### src/rtl/parking_gate_arbiter_if.sv
// Gate-side signal bundle for the car-park control core: sensors and keypads in,
// LEDs and occupancy out.
interface parking_gate_arbiter_if;
  logic        sensor1_entry;
  logic        sensor2_entry;
  logic        sensor1_exit;
  logic        sensor2_exit;
  logic [15:0] password1;
  logic [15:0] password2;
  logic        pass_valid1;
  logic        pass_valid2;
  logic        Greenled1;
  logic        Greenled2;
  logic        Redled1;
  logic        Redled2;
  logic [3:0]  occupancy;
  logic        full;

  modport master (
    output sensor1_entry, sensor2_entry, sensor1_exit, sensor2_exit,
    output password1, password2, pass_valid1, pass_valid2,
    input  Greenled1, Greenled2, Redled1, Redled2, occupancy, full
  );

  modport slave (
    input  sensor1_entry, sensor2_entry, sensor1_exit, sensor2_exit,
    input  password1, password2, pass_valid1, pass_valid2,
    output Greenled1, Greenled2, Redled1, Redled2, occupancy, full
  );
endinterface

### src/rtl/parking_gate_arbiter.sv
// Two-gate car-park core: per-gate password FSMs, round-robin slot arbitration
// and the shared occupancy counter.
module parking_gate_arbiter #(
  parameter int unsigned Capacity = 8,
  parameter logic [15:0] Password = 16'h1234,
  parameter int unsigned MaxTries = 3,
  parameter int unsigned Timeout  = 64
) (
  input logic                   clk,
  input logic                   rst,
  parking_gate_arbiter_if.slave bus
);

  localparam int unsigned TimerW = $clog2(Timeout + 1);
  localparam int unsigned TriesW = $clog2(MaxTries + 1);

  typedef enum logic [2:0] {
    StIdle,
    StCheck,
    StReq,
    StFull,
    StOpen,
    StLock
  } gate_state_e;

  gate_state_e       state_q [2];
  gate_state_e       state_d [2];
  logic [TimerW-1:0] timer_q [2];
  logic [TimerW-1:0] timer_d [2];
  logic [TriesW-1:0] tries_q [2];
  logic [TriesW-1:0] tries_d [2];
  logic [1:0]        exit_q;
  logic              rr_q;
  logic              rr_d;
  logic [3:0]        occ_q;
  logic [3:0]        occ_d;

  logic [1:0]  entry;
  logic [1:0]  exit_lvl;
  logic [1:0]  exit_rise;
  logic [1:0]  pass_valid;
  logic [15:0] password [2];
  logic [1:0]  req;
  logic [1:0]  grant;
  logic [3:0]  free;
  int          occ_sum;

  assign entry       = {bus.sensor2_entry, bus.sensor1_entry};
  assign exit_lvl    = {bus.sensor2_exit, bus.sensor1_exit};
  assign pass_valid  = {bus.pass_valid2, bus.pass_valid1};
  assign password[0] = bus.password1;
  assign password[1] = bus.password2;

  assign exit_rise = exit_lvl & ~exit_q;
  assign free      = 4'(Capacity) - occ_q;
  assign req[0]    = (state_q[0] == StReq);
  assign req[1]    = (state_q[1] == StReq);

  // The last free slot goes to the pointer gate; the pointer only moves when it
  // actually settles a contention.
  always_comb begin
    grant = 2'b00;
    rr_d  = rr_q;
    unique case (req)
      2'b01: grant = (free != 4'd0) ? 2'b01 : 2'b00;
      2'b10: grant = (free != 4'd0) ? 2'b10 : 2'b00;
      2'b11: begin
        if (free >= 4'd2) begin
          grant = 2'b11;
        end else if (free == 4'd1) begin
          grant = rr_q ? 2'b10 : 2'b01;
          rr_d  = ~rr_q;
        end
      end
      default: grant = 2'b00;
    endcase
  end

  always_comb begin
    for (int g = 0; g < 2; g++) begin
      state_d[g] = state_q[g];
      timer_d[g] = timer_q[g];
      tries_d[g] = tries_q[g];
      unique case (state_q[g])
        StIdle: begin
          if (entry[g]) begin
            state_d[g] = StCheck;
            timer_d[g] = '0;
          end
        end
        StCheck: begin
          if (!entry[g]) begin
            state_d[g] = StIdle;
          end else if (pass_valid[g]) begin
            // Any strobe restarts the inactivity window; a correct code beats expiry.
            timer_d[g] = '0;
            if (password[g] == Password) begin
              state_d[g] = StReq;
              tries_d[g] = '0;
            end else begin
              tries_d[g] = tries_q[g] + 1'b1;
              if (tries_q[g] == TriesW'(MaxTries - 1)) begin
                state_d[g] = StLock;
              end
            end
          end else if (timer_q[g] == TimerW'(Timeout - 1)) begin
            state_d[g] = StIdle;
          end else begin
            timer_d[g] = timer_q[g] + 1'b1;
          end
        end
        // Without a grant here the park is full or this gate lost the last slot.
        StReq: state_d[g] = grant[g] ? StOpen : StFull;
        StFull: begin
          if (!entry[g]) begin
            state_d[g] = StIdle;
          end else if (occ_q < 4'(Capacity)) begin
            state_d[g] = StReq;
          end
        end
        StOpen: begin
          if (!entry[g]) begin
            state_d[g] = StIdle;
          end
        end
        StLock: begin
          if (!entry[g]) begin
            state_d[g] = StIdle;
            tries_d[g] = '0;
          end
        end
        default: state_d[g] = StIdle;
      endcase
    end
  end

  always_comb begin
    occ_sum = int'(occ_q) + int'(grant[0]) + int'(grant[1])
            - int'(exit_rise[0]) - int'(exit_rise[1]);
    if (occ_sum < 0) begin
      occ_d = '0;
    end else if (occ_sum > int'(Capacity)) begin
      occ_d = 4'(Capacity);
    end else begin
      occ_d = 4'(occ_sum);
    end
  end

  always_ff @(posedge clk) begin
    if (rst) begin
      for (int g = 0; g < 2; g++) begin
        state_q[g] <= StIdle;
        timer_q[g] <= '0;
        tries_q[g] <= '0;
      end
      exit_q <= 2'b00;
      rr_q   <= 1'b0;
      occ_q  <= '0;
    end else begin
      for (int g = 0; g < 2; g++) begin
        state_q[g] <= state_d[g];
        timer_q[g] <= timer_d[g];
        tries_q[g] <= tries_d[g];
      end
      exit_q <= exit_lvl;
      rr_q   <= rr_d;
      occ_q  <= occ_d;
    end
  end

  assign bus.Greenled1 = (state_q[0] == StOpen);
  assign bus.Greenled2 = (state_q[1] == StOpen);
  assign bus.Redled1   = (state_q[0] == StLock) || (state_q[0] == StFull);
  assign bus.Redled2   = (state_q[1] == StLock) || (state_q[1] == StFull);
  assign bus.occupancy = occ_q;
  assign bus.full      = (occ_q == 4'(Capacity));

endmodule
### src/flat_wrapper.sv
// flat-port wrapper written by rule: the top's interface ports become plain ports
module parking_gate_arbiter_flat 
#(
  parameter int unsigned Capacity = 8,
  parameter logic [15:0] Password = 16'h1234,
  parameter int unsigned MaxTries = 3,
  parameter int unsigned Timeout  = 64
)
  (clk, rst, bus_sensor1_entry, bus_sensor2_entry, bus_sensor1_exit, bus_sensor2_exit, bus_password1, bus_password2, bus_pass_valid1, bus_pass_valid2, bus_Greenled1, bus_Greenled2, bus_Redled1, bus_Redled2, bus_occupancy, bus_full);
  parking_gate_arbiter_if bus_i ();
  input logic clk;
  input logic rst;
  input wire logic [$bits(bus_i.sensor1_entry)-1:0] bus_sensor1_entry;
  input wire logic [$bits(bus_i.sensor2_entry)-1:0] bus_sensor2_entry;
  input wire logic [$bits(bus_i.sensor1_exit)-1:0] bus_sensor1_exit;
  input wire logic [$bits(bus_i.sensor2_exit)-1:0] bus_sensor2_exit;
  input wire logic [$bits(bus_i.password1)-1:0] bus_password1;
  input wire logic [$bits(bus_i.password2)-1:0] bus_password2;
  input wire logic [$bits(bus_i.pass_valid1)-1:0] bus_pass_valid1;
  input wire logic [$bits(bus_i.pass_valid2)-1:0] bus_pass_valid2;
  output wire logic [$bits(bus_i.Greenled1)-1:0] bus_Greenled1;
  output wire logic [$bits(bus_i.Greenled2)-1:0] bus_Greenled2;
  output wire logic [$bits(bus_i.Redled1)-1:0] bus_Redled1;
  output wire logic [$bits(bus_i.Redled2)-1:0] bus_Redled2;
  output wire logic [$bits(bus_i.occupancy)-1:0] bus_occupancy;
  output wire logic [$bits(bus_i.full)-1:0] bus_full;
  assign bus_i.sensor1_entry = bus_sensor1_entry;
  assign bus_i.sensor2_entry = bus_sensor2_entry;
  assign bus_i.sensor1_exit = bus_sensor1_exit;
  assign bus_i.sensor2_exit = bus_sensor2_exit;
  assign bus_i.password1 = bus_password1;
  assign bus_i.password2 = bus_password2;
  assign bus_i.pass_valid1 = bus_pass_valid1;
  assign bus_i.pass_valid2 = bus_pass_valid2;
  assign bus_Greenled1 = bus_i.Greenled1;
  assign bus_Greenled2 = bus_i.Greenled2;
  assign bus_Redled1 = bus_i.Redled1;
  assign bus_Redled2 = bus_i.Redled2;
  assign bus_occupancy = bus_i.occupancy;
  assign bus_full = bus_i.full;
  parking_gate_arbiter #(.Capacity(Capacity), .Password(Password), .MaxTries(MaxTries), .Timeout(Timeout)) u_core (.clk(clk), .rst(rst), .bus(bus_i));
endmodule
### config.mk
export PLATFORM = sky130hd
export DESIGN_NAME = parking_gate_arbiter_flat
export DESIGN_NICKNAME = d
export VERILOG_FILES = /design/src/rtl/parking_gate_arbiter_if.sv /design/src/rtl/parking_gate_arbiter.sv /design/src/flat_wrapper.sv
export SDC_FILE = /design/constraint.sdc
export NUM_CORES = 1
export LEC_CHECK = 0
export ABC_AREA = 0
export CORE_MARGIN = 3
export CORE_UTILIZATION = 42
export CTS_CLUSTER_DIAMETER = 150
export DETAILED_ROUTE_END_ITERATION = 10
export GPL_TIMING_DRIVEN = 0
export PLACE_DENSITY = 0.69
export REMOVE_ABC_BUFFERS = 1
export SLEW_MARGIN = 20
export SYNTH_ARGS = -nofsm -noshare
export SYNTH_HDL_FRONTEND = slang
export SYNTH_SLANG_ARGS = --single-unit
### constraint.sdc
create_clock -name clk -period 11.7 [get_ports clk]
set_input_delay 2.34 -clock clk [delete_from_list [all_inputs] [get_ports clk]]
set_output_delay 2.34 -clock clk [all_outputs]
set_load 0.1 [all_outputs]
==> results.md <==
* Status: finished, final reports clean
* CTS root buffer: clkbuf_8
* Post-place instance area at 2690 µm²
* 1st-pass router iterations at 4
* Die Y-Extent at 77.8 µm
* Most frequent cells in the layout: 48 x clkdlybuf4s50_1, 31 x dfxtp_1, 29 x nor2_1, 20 x nand2_1
* Die width at 77.8 µm
* Number of setup buffers added after CTS at 0
* Global-route wire length before repair at 7650 µm
* IO Pins at approximately 50
* Critical Path Fanout Max at 4
* Worst-Margin Slew at 0.979 ns
* CP startpoint kind: input pin
* Pwr Density at 100 nW/µm²
* Total die area at ~6100 µm²
* Crit Path Class: input pin to register
* CTS tree: done
* Synth cell types at 55
* Synth Area per Inst at 8.23 µm²
* Area Growth Syn to Fin at 29.8%
* Total grt overflow at 0
* Detailed Place HPWL at 3520 µm
* Hold-fix buffers, CTS at 0
* DR iter-0 viols at 106
* Fin crit share at 42.0%
* R2r setup slk at approximately 7.6 ns
* Sw Ratio at 27.0%
* P_sw at about 0.000076 W
* Skew-Pair Late Insertion Delay at 0.29 ns
* Vias per inst at 5.18
* DP Cell Count at 370
* Post-synth EDFFs at 0
* Int Power at 0.000205 W
* Clk buf depth at 2
* Post-Syn Area at 2160 µm²
* RSZ-0062 raised after global routing: false
* Post-layout nets at 369
* Worst Hold Class: register to register
* H-tree depth reported by CTS at 2
* Comb pwr share at ~21%
* Final setup violation count at 0
* Vias in the first global route at ~1.8k
* Lkg Pwr at about 1.1 nW
* Final Instance Area at 2810 µm²
* Most common cell after layout, fill and taps aside: clkdlybuf4s50_1
* Clock-pin slew on the worst setup and hold paths at 0.08 ns
* ANT nets after route at 0
* Required @ worst endpoint at 11.87 ns
* Num Clock Sinks at 31
* Final worst clock skew at 0.0120 ns
* I/O Buffers at 48
* Sequential Power Share at 40.5%
* Clock power share at 39.0%
* Top_reg_cell synth: dfxtp_1
* Max Freq at approximately 200 MHz
* Drt total wl at about 4500 µm
* Initial Util at 44.6%
* Synth async-reset ratio at 0%
* Largest net degree at the start of global routing at 20
* Synthesis warning total at 0
* Fin crit period at 4.91 ns
* GP Congestion at around 0.75
* Setup TNS at 0 ns
* Routed WL per cell at 11.9 µm
* Post-synthesis sequential area ratio at 28.7%
* DRC Markers at 0
* FP Rows at 25
* Synth Instances at ~260
* Crit path DAT at 5.08 ns
* Post-route insts no fill at 378
* Slew Limit Fails at 0
* Share of layout cells above drive strength 1 at 5.79%
* CTS Buf Count at 5
* CORE AREA at between 4000 and 5000 µm²
* Fillers at 455
* Post-synthesis register bit count at 31
* Worst vdd ir at 0.0821 mV
* Antenna violations before repair at 0
* Nature of the critical path endpoint: register
* Aggregate global-route resource usage at between 10% and 20%
* Final count of hold timing violations at 0
* Diode count at 0
* Max-Slew Margin vs Limit at 34.5%
* Post-CTS Resized at 0
* MaxCap Viol Count at 0
* Vias at around 2k
power groups by stage:
stage	Combinational, W	Sequential [W]	Clock, W
floorplan	0.0000319	0.000119	0
global placement	0.0000570	0.000116	0
detailed placement	0.0000576	0.000116	0
CTS	0.0000580	0.000114	0.000112
global route	0.0000632	0.000115	0.000117
finish	0.0000578	0.000114	0.000110
sequential cells by signal, indices dropped and copies added (netlist names):
| signal | flops |
|---|---|
| u_core.timer_q | 14 |
| u_core.bus.occupancy | 4 |
| u_core.exit_q | 2 |
| u_core.rr_q | 1 |
| u_core.tries_q | 4 |
| u_core.state_q | 6 |
layout make-up:
cell class              count  area (µm²)  share of cell area [%]
clock inverters             2        35.0                    1.25
flip-flops and latches     31         621                    22.1
multi-input cells         206        1440                    51.2
repair buffers             48         480                    17.1
clock buffers               6        82.6                    2.94
inverters                  18        67.6                    2.40
well taps                  67        83.8                    2.98
per-layer routing:
metal / vias up / part of all wire (%) / track usage (%)
met5: - / 0 / 0
met4: 0 / 1.0 / 5.34
met3: 5 / 3.1 / 3.25
met2: 31 / 49 / 25.8
met1: 895 / 46 / 19.2
li1: 1027 / - / -
cell families (layout without fill, tap and decap cells):
kind of cell             after synthesis  in the layout  share of synthesized area [%]
AO/OA/AOI/OAI                         48             48                           16.0
XOR/XNOR                              16             16                           6.82
adder cells (fa/ha/maj)               19             19                           11.3
buffers and inverters                 26             74                           4.80
flip-flops                            31             31                           28.7
multiplexers                           3              3                           1.39
AND/OR/NAND/NOR                      120            120                           31.0
worst max-delay path, stage by stage:
cell	delay (ns)
clkdlybuf4s50_1	0.47
nand2b_1	0.08
fa_1	0.49
ha_1	0.20
ha_1	0.21
ha_1	0.18
a21o_1	0.18
a21o_1	0.20
a21oi_1	0.15
ha_1	0.24
o2111a_1	0.17
and3_1	0.17
synth_stat cells, types with 4 or more instances:
cell	instances	area [µm²]
nand2b_1	4	25.0
nand4_1	5	31.3
nor3b_1	6	45.0
nand3_1	8	40.0
and3_1	7	43.8
a21oi_1	12	60.1
o21ai_0	6	30.0
nand2_1	20	75.1
nor2b_1	10	62.6
a211oi_1	4	30.0
inv_1	18	67.6
or3_1	4	25.0
ha_1	18	225
xor2_1	5	43.8
nor3_1	8	40.0
dfxtp_1	31	621
xnor2_1	10	87.6
nor2_1	29	109
clkbuf_1	5	18.8
worst paths after layout:
check | start | end | cells past startpoint
min reg2reg | u_core.tries_q[0][3] | u_core.tries_q[0][3] | 2
max | bus_sensor1_exit | u_core.bus.occupancy[1] | 12
min | u_core.tries_q[0][3] | u_core.tries_q[0][3] | 2
max reg2reg | u_core.state_q[0][4] | u_core.bus.occupancy[1] | 15
through the flow:
step	utilization [%]	worst slack, ns	total power, W	hold slack, ns
finish	58.0	6.79	0.000281	0.464
floorplan	-	6.66	0.000151	0.430
global placement	55.5	6.52	0.000173	0.447
detailed placement	55.5	6.50	0.000174	0.457
CTS	58.0	6.79	0.000284	0.468
global route	58.0	6.67	0.000295	0.497
(Power assumes the default switching activity.)
